**config.mk**
```make
export PLATFORM = sky130hd
export DESIGN_NAME = ay_reset_sequencer
export DESIGN_NICKNAME = d
export VERILOG_FILES = /design/src/rtl/ay_reset_sequencer.sv
export SDC_FILE = /design/constraint.sdc
export NUM_CORES = 1
export LEC_CHECK = 0
export BUFFER_PORTS_ARGS = -buffer_cell sky130_fd_sc_hd__clkbuf_2
export CAP_MARGIN = 20
export CORE_MARGIN = 10
export CORE_UTILIZATION = 55
export DETAILED_ROUTE_END_ITERATION = 7
export GPL_TIMING_DRIVEN = 0
export MAX_ROUTING_LAYER = met4
export PLACE_DENSITY = 0.88
export SETUP_SLACK_MARGIN = 0.05
export SYNTH_ARGS = -nofsm -noshare
export SYNTH_HDL_FRONTEND = slang
export SYNTH_SLANG_ARGS = --single-unit
```
**constraint.sdc**
```tcl
create_clock -name clk -period 2.5 [get_ports clk]
set_input_delay 0.25 -clock clk [delete_from_list [all_inputs] [get_ports clk]]
set_output_delay 0.25 -clock clk [all_outputs]
set_load 0.02 [all_outputs]
```
**src/rtl/ay_reset_sequencer.sv**
```systemverilog
// rtl/ay_reset_sequencer.sv - merged chip reset and configuration latch sequencer for the ay38500 core
//
// Gathers power-on, keyboard, host, game-mode-change and dip-switch-change
// reset sources into one registered active-low chip reset. The reset is held
// for at least HOLD_CYCLES clocks per event. Game mode and configuration are
// latched only while the chip is held in reset.
//
// Optional feature macro: VSYNC_ALIGN_EN
//   defined   - reset release waits in ALIGN for a synchronised vsync rising
//               edge, or for SYNC_TIMEOUT clocks, whichever comes first.
//   undefined - release happens straight after the hold; vsync is unused.
//
// Ports:
//   clk           system clock (clkvga domain)
//   rst           asynchronous active-high reset, clears all state
//   key_reset     level reset request from keyboard (clk domain)
//   host_reset_n  active-low host reset (clk50 domain, synchronised here)
//   game_req      requested one-hot game mode
//   cfg_req       requested {batSize,ballSpeed,ballAngle,manServe}
//   vsync         vertical sync (asynchronous, synchronised here)
//   chip_reset_n  active-low reset to the ay38500
//   game_out      latched one-hot game mode
//   cfg_out       latched configuration bits
//   busy          high whenever the sequencer is not idle
//   done          one-cycle pulse on the cycle chip reset is released

module ay_reset_sequencer #(
    parameter int HOLD_CYCLES  = 128,
    parameter int SYNC_TIMEOUT = 1048576
) (
    input  logic       clk,
    input  logic       rst,
    input  logic       key_reset,
    input  logic       host_reset_n,
    input  logic [6:0] game_req,
    input  logic [3:0] cfg_req,
    input  logic       vsync,
    output logic       chip_reset_n,
    output logic [6:0] game_out,
    output logic [3:0] cfg_out,
    output logic       busy,
    output logic       done
);

    localparam int MAXC = (HOLD_CYCLES > SYNC_TIMEOUT) ? HOLD_CYCLES : SYNC_TIMEOUT;
    localparam int CW   = (MAXC > 2) ? $clog2(MAXC) : 1;
    localparam logic [CW-1:0] HOLD_LAST = CW'(HOLD_CYCLES - 1);

    typedef enum logic [1:0] {
        ST_ASSERT   = 2'd0,
        ST_WAIT_REL = 2'd1,
        ST_IDLE     = 2'd3
`ifdef VSYNC_ALIGN_EN
        ,
        ST_ALIGN    = 2'd2
`endif
    } state_t;

    state_t        state;
    state_t        state_nxt;
    logic [CW-1:0] count;
    logic [CW-1:0] count_nxt;
    logic          load;

    // Host reset crosses from clk50; idles high so a cold start is not
    // mistaken for a host request.
    logic [1:0] host_sync;
    always_ff @(posedge clk or posedge rst) begin
        if (rst) begin
            host_sync <= 2'b11;
        end else begin
            host_sync <= {host_sync[0], host_reset_n};
        end
    end

`ifdef VSYNC_ALIGN_EN
    localparam logic [CW-1:0] TIMEOUT_LAST = CW'(SYNC_TIMEOUT - 1);

    // Two flops for metastability, a third to find the rising edge.
    logic [2:0] vs_sync;
    logic       vs_rise;
    always_ff @(posedge clk or posedge rst) begin
        if (rst) begin
            vs_sync <= 3'b000;
        end else begin
            vs_sync <= {vs_sync[1:0], vsync};
        end
    end
    assign vs_rise = vs_sync[1] & ~vs_sync[2];
`else
    logic unused_vsync;
    assign unused_vsync = vsync;
`endif

    logic game_valid;
    logic level_req;
    logic chg_req;
    logic req;

    assign game_valid = $onehot(game_req);
    assign level_req  = key_reset | ~host_sync[1];
    // Zero or multi-hot game requests never count as a change.
    assign chg_req    = (game_valid && (game_req != game_out)) || (cfg_req != cfg_out);
    assign req        = level_req | chg_req;

    always_comb begin
        state_nxt = state;
        count_nxt = count;
        load      = 1'b0;
        case (state)
            ST_ASSERT: begin
                load = 1'b1;
                if (chg_req) begin
                    // A fresh change restarts the hold; it wins over terminal count.
                    count_nxt = '0;
                end else if (count == HOLD_LAST) begin
                    count_nxt = '0;
                    if (level_req) begin
                        state_nxt = ST_WAIT_REL;
`ifdef VSYNC_ALIGN_EN
                    end else begin
                        state_nxt = ST_ALIGN;
`else
                    end else begin
                        state_nxt = ST_IDLE;
`endif
                    end
                end else begin
                    count_nxt = count + CW'(1);
                end
            end
            ST_WAIT_REL: begin
                if (!level_req) begin
                    state_nxt = ST_ASSERT;
                    count_nxt = '0;
                    load      = 1'b1;
                end
            end
`ifdef VSYNC_ALIGN_EN
            ST_ALIGN: begin
                if (req) begin
                    state_nxt = ST_ASSERT;
                    count_nxt = '0;
                    load      = 1'b1;
                end else if (vs_rise || (count == TIMEOUT_LAST)) begin
                    state_nxt = ST_IDLE;
                    count_nxt = '0;
                end else begin
                    count_nxt = count + CW'(1);
                end
            end
`endif
            ST_IDLE: begin
                if (req) begin
                    // Latch on entry so the new mode appears with the reset edge.
                    state_nxt = ST_ASSERT;
                    count_nxt = '0;
                    load      = 1'b1;
                end
            end
            default: begin
                state_nxt = ST_ASSERT;
                count_nxt = '0;
            end
        endcase
    end

    always_ff @(posedge clk or posedge rst) begin
        if (rst) begin
            state        <= ST_ASSERT;
            count        <= '0;
            game_out     <= 7'h02;
            cfg_out      <= 4'h0;
            chip_reset_n <= 1'b0;
            busy         <= 1'b1;
            done         <= 1'b0;
        end else begin
            state        <= state_nxt;
            count        <= count_nxt;
            if (load && game_valid) begin
                game_out <= game_req;
            end
            if (load) begin
                cfg_out <= cfg_req;
            end
            chip_reset_n <= (state_nxt == ST_IDLE);
            busy         <= (state_nxt != ST_IDLE);
            done         <= (state_nxt == ST_IDLE) && (state != ST_IDLE);
        end
    end

endmodule
```
==> impl_metrics.tcl, run 1 <==
set metrics [dict create \
    async_flop_share_pct 100.0 \
    grt_max_degree 39 \
    floorplan.rows 23 \
    final-max-slew-violation-count 0 \
    ys_seq_elements 38 \
    cap_violations 0 \
    num_antenna_cells 0 \
    grt_use_total_pct 17.12 \
    antenna_left 0 \
    htree_num_levels 2 \
    ioPinCount 30 \
    layout-area-overhead-vs-synth_pct 27.14 \
    grt_pass1_vias 2103 \
    synth.cell_area_sq_mm 0.002365 \
    synthCells 243 \
    cts_root_buf "sky130_fd_sc_hd__clkbuf_8" \
    port_buffers 28 \
    power_leakage_nw 1.232 \
    max-clock-path-buffers 2 \
    slew_headroom_pct 36.87 \
    rsz0062_at_grt "true" \
    fin_tns_setup_ps -16370 \
    report.power.total_mw 1.840 \
    hold_path.class "in -> reg" \
    die_h_microns 85.57 \
    drt_via_density 6.366 \
    drc 0 \
    yosysWarningCount 0 \
    die_w_microns 85.57 \
    start_kind "primary input" \
    cts_made_buffers 5 \
    cts_num_sinks 38 \
    final.setup.worst_slack_ps -554.2 \
    endpoint_kind "flop" \
    worst_ep_arrival_time_ps 3280 \
    grt_pass1_wl_microns 10030 \
    finalHoldViolCount 0 \
    transition_at_the_pin_with_the_smallest_max_transition_slack_ps 939.2 \
    synth_flop_cell "sky130_fd_sc_hd__dfrtp_1" \
    ys_seq_area_share_pct 40.42 \
    synth_fp_nets 264 \
    highest_achievable_clock_rate_ghz 0.3274 \
    ir_drop_mv 0.5727 \
    via_count 2158 \
    outcome "finished, violations left" \
    detailedRoute.firstPassIterationCount 5 \
    grt-ovfl-total 0 \
    synth_cell_type_count 47 \
    final_min_period_over_clock_period_pct 122.2 \
    detailedRoute.firstIterationViolations 269 \
    finalWeightedCongestion 0.8888 \
    drt-total-wl_microns 6216 \
    fraction_of_final_layout_cells_with_drive_strength_greater_than_1_pct 35.29 \
    syn_area_cell_sq_um 9.732 \
    number_of_enable_type_register_cells_in_the_synthesized_netlist 0 \
    postCtsHoldBufs 0 \
    critPathKind "in -> reg" \
    initial_core_utilization_pct 57.87 \
    crit_path_max_fanout 5 \
    placement.setup.worst_slack_ps -953.8 \
    clock_latency_ps 300 \
    skew_ps 11.64 \
    clk_pin_slew_ps 80 \
    timing.critical_path.required_ps 2720 \
    post_drt_wl_per_cell_microns 18.34 \
    die_area_sq_mm 0.007322 \
    core_area_sq_mm 0.004086 \
    violations "negative setup slack" \
    min_period_ps 3054 \
    p_per_area_mw_per_mm2 611.9 \
    tritoncts_clock_tree "done" \
    hpwl_microns 4040 \
    antenna_violations_before_repair 0 \
    setup-violations-final 36 \
    nets 309 \
]
[Yosys cell counts, types with 2 or more instances]
library cell	instances	share of area, %
sky130_fd_sc_hd__buf_2	5	1.1
sky130_fd_sc_hd__fa_1	4	3.4
sky130_fd_sc_hd__nor4_1	4	1.1
sky130_fd_sc_hd__o21ai_1	2	0.42
sky130_fd_sc_hd__or4_1	3	0.95
sky130_fd_sc_hd__nand2b_1	2	0.53
sky130_fd_sc_hd__a31oi_1	21	5.6
sky130_fd_sc_hd__or3_1	2	0.53
sky130_fd_sc_hd__nand4_1	6	1.6
sky130_fd_sc_hd__nand2_1	22	3.5
sky130_fd_sc_hd__o2111ai_1	4	1.5
sky130_fd_sc_hd__and4_1	2	0.74
sky130_fd_sc_hd__nor3_1	8	1.7
sky130_fd_sc_hd__inv_1	12	1.9
sky130_fd_sc_hd__clkbuf_1	6	0.95
sky130_fd_sc_hd__nand3_1	16	3.4
sky130_fd_sc_hd__mux2_2	7	3.3
sky130_fd_sc_hd__dfstp_2	4	4.4
sky130_fd_sc_hd__dfrtp_1	34	36
sky130_fd_sc_hd__o21a_1	4	1.3
sky130_fd_sc_hd__xnor2_1	7	2.6
sky130_fd_sc_hd__and3_1	3	0.79
sky130_fd_sc_hd__nand3b_1	6	1.9
sky130_fd_sc_hd__nor2_1	10	1.6
sky130_fd_sc_hd__xnor2_2	4	2.8
sky130_fd_sc_hd__or3b_1	5	1.9
sky130_fd_sc_hd__o21ai_0	13	2.8
sky130_fd_sc_hd__o211ai_1	8	2.5
[sequential cells by signal, summed over array words and instances (netlist names)]
name / cells
state: 2
cfg_out: 4
chip_reset_n: 1
host_sync: 2
done: 1
game_out: 7
busy: 1
count: 20
[path summary, 6_finish.rpt]
kind	startpoint	end	slack, ps	cells after the start
max reg2reg	count[0]	count[5]	0	8
min reg2reg	host_sync[0]	host_sync[1]	360	0
max in group asynchronous	rst	count[17]	1890	2
max	game_req[3]	count[13]	-550	13
min in group asynchronous	rst	game_out[3]	100	2
min	host_reset_n	host_sync[0]	30	1
[critical path: stages]
cell and delay [ps]:
sky130_fd_sc_hd__clkbuf_16 120, sky130_fd_sc_hd__inv_8 30, sky130_fd_sc_hd__fa_1 470, sky130_fd_sc_hd__fa_1 510, sky130_fd_sc_hd__inv_1 50, sky130_fd_sc_hd__fa_2 330
sky130_fd_sc_hd__fa_1 540, sky130_fd_sc_hd__nor3b_4 70, sky130_fd_sc_hd__buf_4 140, sky130_fd_sc_hd__o31ai_4 310, sky130_fd_sc_hd__nor2_4 90, sky130_fd_sc_hd__buf_2 200
sky130_fd_sc_hd__a31oi_1 170
[power breakdown]
group          internal [mW]  switching (mW)  total (mW)
clock network          0.222           0.216       0.438
registers              0.687          0.0622       0.749
logic                  0.306           0.346       0.652
total                   1.22           0.624        1.84
[timing repair]
item,CTS,global route
gates resized for setup,22,14
setup endpoints to repair,36,36
setup buffers,6,1
gates cloned,3,1
pin swaps,13,9
[area by class of cell]
type                    count  area, sq um
fillers                   272         1080
flip-flops and latches     38        955.9
multi-input cells         180         1439
plain buffers              12        110.1
inverters                  12        55.05
well taps                  50        62.56
clock inverters             1        5.005
clock buffers               7        86.33
repair buffers             39        292.8
[cell usage in the layout (no fill, tap or decap), types with 8 or more instances in the layout]
| cell | instances |
|---|---|
| sky130_fd_sc_hd__a31oi_1 | 19 |
| sky130_fd_sc_hd__clkbuf_2 | 25 |
| sky130_fd_sc_hd__clkbuf_8 | 9 |
| sky130_fd_sc_hd__dfrtp_1 | 34 |
| sky130_fd_sc_hd__inv_1 | 8 |
| sky130_fd_sc_hd__nand2_1 | 20 |
| sky130_fd_sc_hd__nand3_1 | 11 |
| sky130_fd_sc_hd__nor2_1 | 8 |
| sky130_fd_sc_hd__o211ai_1 | 8 |
[stage by stage]
stage / hold WS [ps] / util [%] / cells / cell area [sq um]
2_1_floorplan: 254.5 / - / 243 / 2461
3_3_place_gp: 339.1 / 65.19 / 321 / 2664
3_5_place_dp: 339.4 / 65.19 / 321 / 2664
4_1_cts: 25.29 / 72.05 / 337 / 2944
5_1_grt: 23.44 / 73.58 / 339 / 3007
6_report: 29.67 / 73.58 / 339 / 3007
[cell families after synthesis]
family	count (synthesis)	share of synthesized area, %
AOI/OAI and AO/OA	59	17.57
xor gates and xnor gates	12	5.714
adders and majority gates	5	3.915
buffers and inverters	25	4.709
DFF	38	40.42
muxes	7	3.334
and+or+nand+nor	97	24.34
[metal layers]
metal / vias up / global-route usage (%) / wire (microns)
li1: 1007 / - / -
met2: 89 / 26.63 / 3089
met3: 20 / 4.257 / 366
met4: 0 / 6.138 / 144
met1: 1042 / 21.06 / 2616
met5: - / - / 0
(Power assumes the default switching activity.)
==> inputs of run 2 (changes only) <==
--- a/config.mk
+++ b/config.mk
@@ -11,2 +11,3 @@
 export CORE_UTILIZATION = 55
+export CTS_CLUSTER_SIZE = 28
 export DETAILED_ROUTE_END_ITERATION = 7
==> constraint.sdc (replaced) <==
create_clock -name clk -period 3 [get_ports clk]
set_input_delay 0.3 -clock clk [delete_from_list [all_inputs] [get_ports clk]]
set_output_delay 0.3 -clock clk [all_outputs]
set_load 0.05 [all_outputs]
==> run 2 against run 1 <==
Against the previous run:
- the flow still finishes with violations (negative setup slack)
- clock power fell by 16%
- design area fell by 0.29%
- global-route usage rose by 0.78 points
- die area did not move
- critical path depth fell by 1
- flip-flop and latch count did not move
- via count rose by 4.2%
- sequential power fell by 16%
- critical endpoint unchanged
==> impl_metrics.tcl, run 2 (same netlist as run 1, synthesis figures left out) <==
set metrics [dict create \
    outcome "finished, violations left" \
    violations "negative setup slack" \
    fin_tns_setup_ps -587.9 \
    hold-worst-slack_ps 84.48 \
    fraction_of_final_layout_cells_with_drive_strength_greater_than_1_pct 36.11 \
    rsz0062_at_grt "true" \
    antenna_violations_before_repair 0 \
    max_flop_register "count" \
    final.setup.worst_slack_ps -76.03 \
    grt_pass1_wl_microns 10560 \
    critPathKind "in -> reg" \
    cts_root_buf "sky130_fd_sc_hd__clkbuf_8" \
    largest_registers_ranked_by_flip_flop_count "count: 20 flops, game_out: 7 flops, cfg_out: 4 flops" \
    highest_achievable_clock_rate_ghz 0.3251 \
    port_buffers 28 \
    setup-violations-final 22 \
    placed_cells_incl_taps 321 \
    final_min_period_over_clock_period_pct 102.5 \
    ff2ff_setup_slack_ps 520 \
    layout.cells.most_common "sky130_fd_sc_hd__dfrtp_1" \
    final-max-slew-violation-count 0 \
    grt_use_total_pct 17.90 \
    clk_pin_slew_ps 80 \
    detailedRoute.firstIterationViolations 281 \
    drt-total-wl_microns 6769 \
    layout-area-overhead-vs-synth_pct 26.77 \
    timing.critical_path.required_ps 3220 \
    hold_path.class "in -> reg" \
    finalHoldViolCount 0 \
    slew_headroom_pct 37.38 \
    grt-ovfl-total 0 \
    cap_violations 0 \
    die_w_microns 85.57 \
    min_period_ps 3076 \
    grt_pass1_vias 2203 \
    placement.setup.worst_slack_ps -513.1 \
    wl_met3_microns 483 \
    floorplan.rows 23 \
    ioPinCount 30 \
    transition_at_the_pin_with_the_smallest_max_transition_slack_ps 931.5 \
    maxUsedRoutingLayer "met4" \
    layout.cells.most_common_list "sky130_fd_sc_hd__dfrtp_1 (34), sky130_fd_sc_hd__clkbuf_2 (25), sky130_fd_sc_hd__nand2_1 (21)" \
    htree_num_levels 2 \
    wl_met1_microns 2705 \
    grt_max_degree 39 \
    worst_ep_arrival_time_ps 3300 \
    clock_latency_ps 290 \
    met2WireLength_microns 3395 \
    post_drt_wl_per_cell_microns 20.03 \
    fin_cells 338 \
    nets 308 \
    die_area_sq_mm 0.007322 \
    endpoint_kind "flop" \
    ir_drop_mv 0.5654 \
    drc 0 \
    cts_made_buffers 5 \
    max-clock-path-buffers 2 \
    crit_path_max_fanout 5 \
    die_h_microns 85.57 \
    initial_core_utilization_pct 57.87 \
    finalWeightedCongestion 0.8820 \
    detailedRoute.firstPassIterationCount 5 \
    drt_via_density 6.651 \
    cts_num_sinks 38 \
    via_count 2248 \
    postLayoutCoreUtil_pct 73.36 \
    largest_register_ffs 20 \
    postCtsHoldBufs 0 \
    skew_ps 5.837 \
    power_leakage_nw 1.225 \
    tritoncts_clock_tree "done" \
    antenna_left 0 \
    start_kind "primary input" \
    core_area_sq_mm 0.004086 \
    num_antenna_cells 0 \
    hpwl_microns 4246 \
    p_per_area_mw_per_mm2 552.3 \
]
run 2: cell types whose count changed in the layout (fill, tap and decap cells not counted), moves of 3 or more:
cell,before,now
sky130_fd_sc_hd__nand3_2,5,8
sky130_fd_sc_hd__nand3_1,11,8
sky130_fd_sc_hd__clkbuf_8,9,6
sky130_fd_sc_hd__a31oi_2,0,3
run 2: power by group:
part | switching [mW] | internal (mW) | total [mW]
registers | 0.0539 | 0.573 | 0.626
clock network | 0.182 | 0.185 | 0.368
logic | 0.412 | 0.250 | 0.662
total | 0.648 | 1.01 | 1.66
run 2: worst paths after layout:
kind / startpoint / endpoint / depth (start not counted)
max in group asynchronous: rst / cfg_out[0] / 2
worst max register to register: count[0] / count[13] / 8
worst max-delay path: game_req[3] / count[13] / 12
worst min-delay path: host_reset_n / host_sync[0] / 1
worst min register to register: host_sync[0] / host_sync[1] / 0
min in group asynchronous: rst / game_out[0] / 2
run 2: repair_timing:
item                       CTS  global route
resized for setup           27            16
cloned                       3             0
setup endpoints to repair   36            36
setup buffers                6             1
pin swaps                   13            12
run 2: through the flow:
step | cell area, sq um | power, mW
2_1_floorplan | 2459 | 1.065
3_3_place_gp | 2661 | 1.178
3_5_place_dp | 2661 | 1.198
4_1_cts | 2935 | 1.631
5_1_grt | 2998 | 1.727
6_report | 2998 | 1.656
run 2: worst max-delay path: stages:
cell and delay [ps]:
sky130_fd_sc_hd__buf_8 90, sky130_fd_sc_hd__inv_8 30, sky130_fd_sc_hd__fa_1 480, sky130_fd_sc_hd__fa_1 510, sky130_fd_sc_hd__inv_2 50, sky130_fd_sc_hd__fa_2 340
sky130_fd_sc_hd__fa_1 560, sky130_fd_sc_hd__nor3b_4 60, sky130_fd_sc_hd__o21a_2 160, sky130_fd_sc_hd__buf_8 150, sky130_fd_sc_hd__or3b_4 390, sky130_fd_sc_hd__a31oi_4 190
run 2: cell type report:
class | count | area, sq um
clock inverter | 1 | 5.005
inverter | 12 | 55.05
buffer | 12 | 103.9
fill | 288 | 1089
multi-input combinational | 180 | 1449
clock buffer | 7 | 86.33
tap | 50 | 62.56
timing repair buffer | 38 | 280.3
sequential | 38 | 955.9
run 2: per-layer routing:
metal  vias up  track usage, %
met1      1067           21.59
met2       147           29.77
met4         0           4.940
met5         -               -
li1       1000               -
met3        34           3.406
